==> src/rtl/mux_stim_sequencer_pkg.sv <==
// Shared types and constants for the mux stimulus sequencer.
// Optional MISR signature logic is enabled by MUX_STIM_SEQUENCER_MISR_EN.
package mux_stim_pkg;

  // Sequencer control states
  typedef enum logic [1:0] {
    IDLE,
    INIT,
    RUN,
    DONE
  } state_t;

  // x^8 + x^4 + x^3 + x^2 + 1 with the implicit x^8 term dropped
  localparam logic [7:0] MISR_POLY = 8'h1D;
  localparam logic [7:0] MISR_SEED = 8'hFF;

  // Bits needed to hold a count from 0 to n inclusive
  function automatic int unsigned counter_width(input int unsigned n);
    return $clog2(n + 1);
  endfunction

endpackage

==> src/rtl/mux_stim_sequencer_misr.sv <==
// 8-bit multiple-input signature register compressing the captured y stream.
// Only instantiated when MUX_STIM_SEQUENCER_MISR_EN is defined.
module mux_stim_misr
  import mux_stim_pkg::*;
(
  input  logic       clk,
  input  logic       load_seed,
  input  logic       en,
  input  logic       y_i,
  output logic [7:0] misr_o
);

  logic [7:0] feedback;

  // Polynomial feedback applied when the bit shifted out of the top is set
  always_comb begin
    feedback = misr_o[7] ? MISR_POLY : '0;
  end

  // Seed load has priority over a shift; the new y bit enters at bit 0
  always_ff @(posedge clk) begin
    if (load_seed) begin
      misr_o <= MISR_SEED;
    end else if (en) begin
      misr_o <= {misr_o[6:0], 1'b0} ^ feedback ^ {7'b0, y_i};
    end
  end

endmodule

==> src/rtl/mux_stim_sequencer.sv <==
// Stimulus sequencer and response capture for the 3-input mux block.
// Drives a/b/c with k, k-1, k+1 (mod 2^WIDTH) for k = 1..ITERATIONS and
// captures the returned y bit one cycle after each vector is applied.
// Define MUX_STIM_SEQUENCER_MISR_EN to enable the 8-bit MISR on misr_o;
// otherwise misr_o is tied to zero.
module mux_stim_sequencer
  import mux_stim_pkg::*;
#(
  parameter int unsigned WIDTH      = 3,
  parameter int unsigned ITERATIONS = 10
) (
  input  logic                                 clk,
  input  logic                                 rst,
  input  logic                                 start,
  input  logic                                 y_i,
  output logic [WIDTH-1:0]                     a_o,
  output logic [WIDTH-1:0]                     b_o,
  output logic [WIDTH-1:0]                     c_o,
  output logic                                 valid_o,
  output logic                                 busy_o,
  output logic                                 done_o,
  output logic [ITERATIONS-1:0]                sig_o,
  output logic [counter_width(ITERATIONS)-1:0] ones_o,
  output logic [7:0]                           misr_o
);

  localparam int unsigned KW = counter_width(ITERATIONS);
  localparam int unsigned OW = counter_width(ITERATIONS);

  state_t          state;
  logic [KW-1:0]   k;
  logic [KW-1:0]   k_next;
  logic [WIDTH-1:0] a_next;
  logic [ITERATIONS-1:0] y_bit;

  // Next iteration index, next operand a, and the capture bit placed at k-1
  always_comb begin
    k_next = k + KW'(1);
    a_next = a_o + WIDTH'(1);
    y_bit  = ITERATIONS'(y_i) << (k - KW'(1));
  end

  // Control FSM with registered outputs.
  // The vector is derived from the current a_o rather than from k: a_o
  // already holds k mod 2^WIDTH (0 in INIT), so next a is a_o+1, next b
  // is the current a_o and next c is a_o+2, all wrapping naturally.
  always_ff @(posedge clk) begin
    if (rst) begin
      state   <= IDLE;
      k       <= '0;
      a_o     <= '0;
      b_o     <= '0;
      c_o     <= '0;
      valid_o <= 1'b0;
      busy_o  <= 1'b0;
      done_o  <= 1'b0;
      sig_o   <= '0;
      ones_o  <= '0;
    end else begin
      case (state)
        IDLE, DONE: begin
          if (start) begin
            state   <= INIT;
            k       <= '0;
            a_o     <= '0;
            b_o     <= '0;
            c_o     <= '0;
            valid_o <= 1'b0;
            busy_o  <= 1'b1;
            done_o  <= 1'b0;
            sig_o   <= '0;
            ones_o  <= '0;
          end
        end
        INIT: begin
          state   <= RUN;
          k       <= k_next;
          a_o     <= a_next;
          b_o     <= a_o;
          c_o     <= a_next + WIDTH'(1);
          valid_o <= 1'b1;
        end
        RUN: begin
          sig_o  <= sig_o | y_bit;
          ones_o <= ones_o + OW'(y_i);
          if (k == KW'(ITERATIONS)) begin
            state   <= DONE;
            valid_o <= 1'b0;
            busy_o  <= 1'b0;
            done_o  <= 1'b1;
          end else begin
            k   <= k_next;
            a_o <= a_next;
            b_o <= a_o;
            c_o <= a_next + WIDTH'(1);
          end
        end
        default: begin
          state <= IDLE;
        end
      endcase
    end
  end

`ifdef MUX_STIM_SEQUENCER_MISR_EN
  logic misr_load;
  logic misr_en;

  // Seed on reset and on every run start; shift on each RUN capture edge
  always_comb begin
    misr_load = rst || (((state == IDLE) || (state == DONE)) && start);
    misr_en   = (state == RUN);
  end

  mux_stim_misr u_misr (
    .clk       (clk),
    .load_seed (misr_load),
    .en        (misr_en),
    .y_i       (y_i),
    .misr_o    (misr_o)
  );
`else
  assign misr_o = '0;
`endif

endmodule

==> config.mk <==
export PLATFORM = sky130hd
export DESIGN_NAME = mux_stim_sequencer
export DESIGN_NICKNAME = d
export VERILOG_FILES = /design/src/rtl/mux_stim_sequencer_pkg.sv /design/src/rtl/mux_stim_sequencer_misr.sv /design/src/rtl/mux_stim_sequencer.sv
export SDC_FILE = /design/constraint.sdc
export NUM_CORES = 1
export LEC_CHECK = 0
export CAP_MARGIN = 0
export CELL_PAD_IN_SITES_DETAIL_PLACEMENT = 0
export CELL_PAD_IN_SITES_GLOBAL_PLACEMENT = 1
export CORE_UTILIZATION = 36
export CTS_CLUSTER_DIAMETER = 40
export DETAILED_ROUTE_END_ITERATION = 12
export HOLD_SLACK_MARGIN = 0.05
export PLACE_DENSITY = 0.75
export SLEW_MARGIN = 20
export SYNTH_ARGS = -nofsm -noshare
export SYNTH_HDL_FRONTEND = slang
export SYNTH_SLANG_ARGS = --single-unit
==> constraint.sdc <==
create_clock -name clk -period 2.5 [get_ports clk]
set_clock_uncertainty 0.1 [all_clocks]
set_input_delay 0.5 -clock clk [delete_from_list [all_inputs] [get_ports clk]]
set_output_delay 0.5 -clock clk [all_outputs]
set_load 0.1 [all_outputs]
; ---- After elaboration in Yosys (flattened, before gate mapping)
; Index checks and enable logic that the tools add are counted.
[op_classes]
eq_ne = 7
reduce_logical = 7
shift = 1
bitwise_logic = 1
n_addsub = 5
n_mux = 23
[op_table]
columns = operator, n
row1 = 3-bit one-hot mux with 3 select lines, 3
row2 = 10-bit one-hot mux with 2 select lines, 1
row3 = 3-bit 2-to-1 mux, 4
row4 = 4-bit one-hot mux with 3 select lines, 1
row5 = 10-bit 2-to-1 mux, 1
row6 = 10-bit OR, 1
row7 = 1-bit by 4-bit left shift with 10-bit output, 1
row8 = 4-bit 2-to-1 mux, 2
row9 = 4-bit one-hot mux with 2 select lines, 1
row10 = "3-bit by 1-bit adder with 3-bit output, second input constant", 2
row11 = "2-bit inequality test, second input constant", 3
row12 = 2-bit one-hot mux with 3 select lines, 1
row13 = 2-bit AND reduction, 3
row14 = 4-bit by 1-bit adder with 4-bit output, 1
row15 = "4-bit by 1-bit adder with 4-bit output, second input constant", 1
row16 = "2-bit equality test, second input constant", 2
row17 = "4-bit equality test, second input constant", 1
row18 = 1-bit 2-to-1 mux, 4
row19 = 2-bit 2-to-1 mux, 2
row20 = 1-bit one-hot mux with 2 select lines, 2
row21 = "4-bit by 1-bit subtractor with 4-bit output, second input constant", 1
row22 = 1-bit one-hot mux with 3 select lines, 1
row23 = 3-bit AND reduction, 1
row24 = "2-bit by 1-bit equality test with 1-bit output, second input constant", 1
row25 = 3 further kinds, 3
[word_totals]
output_inout_bits = 34
ff_bits = 32

; ---- Longest topological paths before layout
[depth]
depth_word = 4
ltp_mapped = 8
depth_no_buf = 6

; ---- Worst setup path after synthesis
; OpenSTA, ideal clock, no wires.
[synth_path]
kind = flip-flop to flip-flop
from = register a_o[0]
to = register c_o[1]
arrival_ns = 1.846
setup_time_ns = 0.128
stages_incl_launch_ff = 6
slack_ns = 0.427
cell_sequence = dfxtp_1 inv_1 ha_1 xor2_1 a22oi_2 nor2_1
[synth_via]
elab_chain_cells = 4
[synth_rtl]
columns = item, line
row1 = "start, declared", mux_stim_sequencer.sv:16  ; output logic [WIDTH-1:0] a_o,
row2 = "start signal, assigned", mux_stim_sequencer.sv:78  ; a_o <= a_next;
row3 = "start signal, assigned", mux_stim_sequencer.sv:93  ; a_o <= a_next;
row4 = 3-bit by 1-bit adder with 3-bit output (*), mux_stim_sequencer.sv:39  ; a_next = a_o + WIDTH'(1);
row5 = 3-bit by 1-bit adder with 3-bit output (*), "mux_stim_sequencer.sv:80, mux_stim_sequencer.sv:95"
row6 = 3-bit 2-to-1 mux, mux_stim_sequencer.sv:86  ; if (k == KW'(ITERATIONS)) begin
row7 = 3-bit one-hot mux with 3 select lines (*), mux_stim_sequencer.sv:60  ; case (state)
row8 = "end signal, assigned", mux_stim_sequencer.sv:80  ; c_o <= a_next + WIDTH'(1);
row9 = "end signal, assigned", mux_stim_sequencer.sv:95  ; c_o <= a_next + WIDTH'(1);
row10 = "end, declared", mux_stim_sequencer.sv:18  ; output logic [WIDTH-1:0] c_o,
; Mark *: on every way between the ends. The rest lies on a longest branch, timed or not. The select of a mux whose other input is x is not followed.
; A chain may end at the register's enable or synchronous reset.

; ---- Worst setup path after layout
[layout_path]
from = register state[0]
to = register sig_o[0]
[layout_via]
elab_chain_cells = 4
elab_cells_between_ends = 8
[layout_rtl]
columns = item, line
row1 = "start, declared", mux_stim_sequencer.sv:30  ; state_t state;
row2 = "start signal, assigned", mux_stim_sequencer.sv:49  ; state <= IDLE;
row3 = "start signal, assigned", mux_stim_sequencer.sv:63  ; state <= INIT;
row4 = "start signal, assigned", mux_stim_sequencer.sv:76  ; state <= RUN;
row5 = 2-bit equality test or 2-bit logical NOT (tied branches), mux_stim_sequencer.sv:60
row6 = 2-bit OR reduction, mux_stim_sequencer.sv:60
row7 = 2-bit inequality test (no source line) or 2-bit nonzero test (tied branches), n/a
row8 = 2-bit AND reduction (no source line), n/a
row9 = "end signal, assigned", mux_stim_sequencer.sv:84  ; sig_o <= sig_o | y_bit;
row10 = "end, declared", mux_stim_sequencer.sv:22  ; output logic [ITERATIONS-1:0] sig_o,
; Parallel ways exist; a longest one is shown, timed or not.

==> run summary <==
The flow ran to the end, and the final reports show no timing, DRC or antenna violations. The tools report the count of standard-cell rows as 23. The run gives 0 ps as the sum of negative setup slack.

TritonCTS created 5 clock buffers. For hold timing, the worst endpoint is sig_o[9]. The post-synthesis async set-or-reset flop share was 0%; the worst endpoint data arrival time was 2200 ps. In this run the cell area measured after placement is 1760 sq um.

Once layout is complete, the cells apart from fillers number 254. The number of pins with negative max-slew slack in the final report came out at 0. Clock latency on the worst-skew pair, taken at its later pin, is 280 ps. Width of the die: 68.1 microns. After clock tree synthesis, the clock-pin slew on the worst setup and hold paths is 70 ps.

The number of max-cap violations came out at 0. The core outline area was 4090 sq um. Yosys printed 0 warnings. The run gives 177 as the cell count after synthesis.

By count the netlist is led by dfxtp_1, nor2_1, a21oi_1, buf_4, ha_1. From synthesis to final layout, the design area changed by 19.4%. Combinational logic is responsible for 49.5% of the overall power. The synthesized area divided by synthesized cell count was 8.89 sq um. The logs give 22.4% for the clock network power share and 621 sq um for the area occupied by registers. For this run, the post-layout net count is 217.

The transition at the pin with the smallest max-transition slack works out to 592 ps. After detailed routing, the number of vias per cell comes to 5.01. Of the synthesized area, sequential elements account for 39.5%. Pin placement for this block handled 38 I/O pins.

The top cell type by area accounts for 39.5% of the synthesized area. Counting every sink on the clock net gives 31. STA classifies the critical path endpoint as a register. The multi-input combinational cells in the finished layout cover a total of 803 sq um. The final estimated routing congestion in global placement is 0.805, and the final antenna-violating net count is 0. The post-CTS setup buffer count was 0. Along the worst hold path, the cell count comes to 2.

The repair_antennas step left the layout with diodes totalling 0. In the synthesized netlist the dominant register cell turns out to be dfxtp_1. The logs give 0 for the number of design rule violations left after detail routing and 0.811 nW for the cell leakage power. Data on the critical path is required at its endpoint by 2560 ps. The total half-perimeter wirelength after legalization and detailed placement came out at 2.33 mm. From bottom edge to top edge, the die measures 68.1 microns. The power density relative to cell area is 1220 nW/um^2, and the area of the die is 4640 sq um. The run gives 0 as the number of buffers inserted by hold repair at cts.

After synthesis the cells add up to 1570 sq um. Setup repair after global routing left no endpoint under its margin. Counting along the longest clock path gives a buffer depth of 2.

The final route contains 1272 vias. Once the clock tree was built, the resizer swapped 0 gates to a different size. The tools report the net switching power figure as 1.10 mW. The path depth of the worst reg2reg path was 6.

The worst path in the final design needs a cycle of 2140 ps, including I/O delays and setup. Along the worst path, the maximum fanout reaches 12. The share of cells above drive strength 1 was 20.6%. Yosys attributes the largest share of cell area to dfxtp_1, ha_1, nor2_1, buf_4, a21oi_1. The startpoint identified for the worst hold timing path is sig_o[9]. Of the total power, the share spent switching nets is 48.1%. The cell accounting for the most synthesized area is dfxtp_1. Cell internal power was estimated by the tool at 1.19 mW. Final-report setup violation count: 0. Initial DRC count: 73.

The tree is rooted in a clkbuf_8. The synthesized design contains 31 register bits. Including well taps, the total number of placed cells is 246. The critical path in this run is classified as register to register. Setup slack on the worst reg-to-reg path comes out at 360 ps. For the number of global-route vias before repair, the log shows 1132. The worst setup path is launched from a register. The final standard cell area without fillers is 1880 sq um, and the timing-limited maximum frequency is 467 MHz. The part of the cycle the worst path needs is 85.7%, and the average wire length per cell after detail routing is 12.3 microns. The minimum setup slack after placement was 332 ps; the number of search-and-repair iterations in the first detailed-routing pass was 4. The wire length of the first global-routing pass came out at 5.06 mm. The synthesized netlist contains 41 unique library cells. TritonCTS built the clock tree. The worst hold path belongs to the class register to register.

The initial antenna violation count came out at 0. The final count of hold timing violations is 0, and the maximum number of pins on one net before global-route repair is 13. Number of enable-type register cells in the synthesized netlist: 0.

The logs give 14.9% for the total routing usage reported by global routing and 0.000783 V for the largest voltage drop on the vdd net. Once the floorplan was initialized, standard cells occupied 38.5% of the core. Setup slack closes at 358 ps. In this run, flip-flops and latches consume 28.1% of the power. The tightest hold path in the finished design has a slack of 369 ps. During placement, the flow inserted port buffers numbering 29. After global routing the overflow that remains totals 0. For the number of levels the H-tree was split into, the log shows 2.

In this run the critical register-to-register path is launched from state[0]. For this block, the routed nets add up to 3.13 mm of wire. The tools report the capturing point of the worst reg2reg path as sig_o[0]. The worst slew slack as a fraction of its limit was 60.5%.

The run gives 413 as the number of filler cells placed in the layout.
worst max-delay path: stages, from the launching register on:
cell and delay [ps]:
dfxtp_1 380, inv_1 60, ha_1 540, mux2i_1 490
nor3_1 180, a31oi_1 210, nor2_1 60
how the worst max path moves through the flow:
stage | end | cells past startpoint | start
detailed placement | sig_o[0] | 5 | start
global route | sig_o[0] | 6 | state[0]
global placement | sig_o[0] | 5 | start
finish | sig_o[0] | 6 | state[0]
floorplan | c_o[1] | 5 | a_o[0]
CTS | sig_o[0] | 6 | state[0]
state kept, by name, summed over array words and instances, names as in the netlist:
register and count:
a_o 3, b_o 3, busy_o 1, c_o 2
done_o 1, k 4, ones_o 4, sig_o 10
state 2, valid_o 1
power groups by stage:
stage / Combinational [mW] / Sequential (mW) / Clock, mW
2_1_floorplan: 0.694 / 0.944 / 0
3_3_place_gp: 1.12 / 0.649 / 0
3_5_place_dp: 1.13 / 0.652 / 0
4_1_cts: 1.14 / 0.642 / 0.526
5_1_grt: 1.23 / 0.654 / 0.547
6_report: 1.13 / 0.641 / 0.512
routing by layer:
layer / vias up / global-route usage, % / routed length (microns)
met5: - / 0 / 0
met4: 0 / 7.81 / 63
met3: 8 / 4.17 / 119
met2: 26 / 23.3 / 1430
met1: 595 / 18.5 / 1510
li1: 643 / - / -
metrics by stage:
| step | utilization [%] | total power, mW |
|---|---|---|
| after global routing | 46.0 | 2.43 |
| after floorplan | - | 1.64 |
| final | 46.0 | 2.28 |
| after detailed placement | 43.1 | 1.79 |
| after CTS | 46.0 | 2.31 |
| after global placement | 43.1 | 1.77 |
cell usage in the layout, fill, tap and decap left out, drive strengths merged, types with 2 or more instances in the layout:
cell,n
a21oi,12
a22o,2
a22oi,8
a31oi,4
a32o,2
a32oi,2
buf,28
clkbuf,6
clkdlybuf4s50,3
conb,8
dfxtp,31
ha,10
inv,9
mux2i,2
nand2,5
nand2b,4
nand3,2
nand4,2
nor2,31
nor3,5
o21ai,6
o21bai,2
xnor2,4
xor2,2
logic make-up after synthesis:
kind of cell	after synthesis	synth area share, %
xor gates and xnor gates	6	3.34
AOI/OAI and AO/OA	45	20.1
and+or+nand+nor	54	16.5
muxes	2	1.27
other	1	0.238
buffers and inverters	28	11.1
adders and majority gates	10	7.96
DFF	31	39.5
area by class of cell:
type                    count  share of cell area (%)
multi-input cells         125                    42.8
flip-flops and latches     31                    33.0
repair buffers             31                    12.8
clock buffers               6                    4.40
well taps                  50                    3.33
clock inverters             2                    1.87
inverters                   9                    1.80
(Power assumes the default switching activity.)
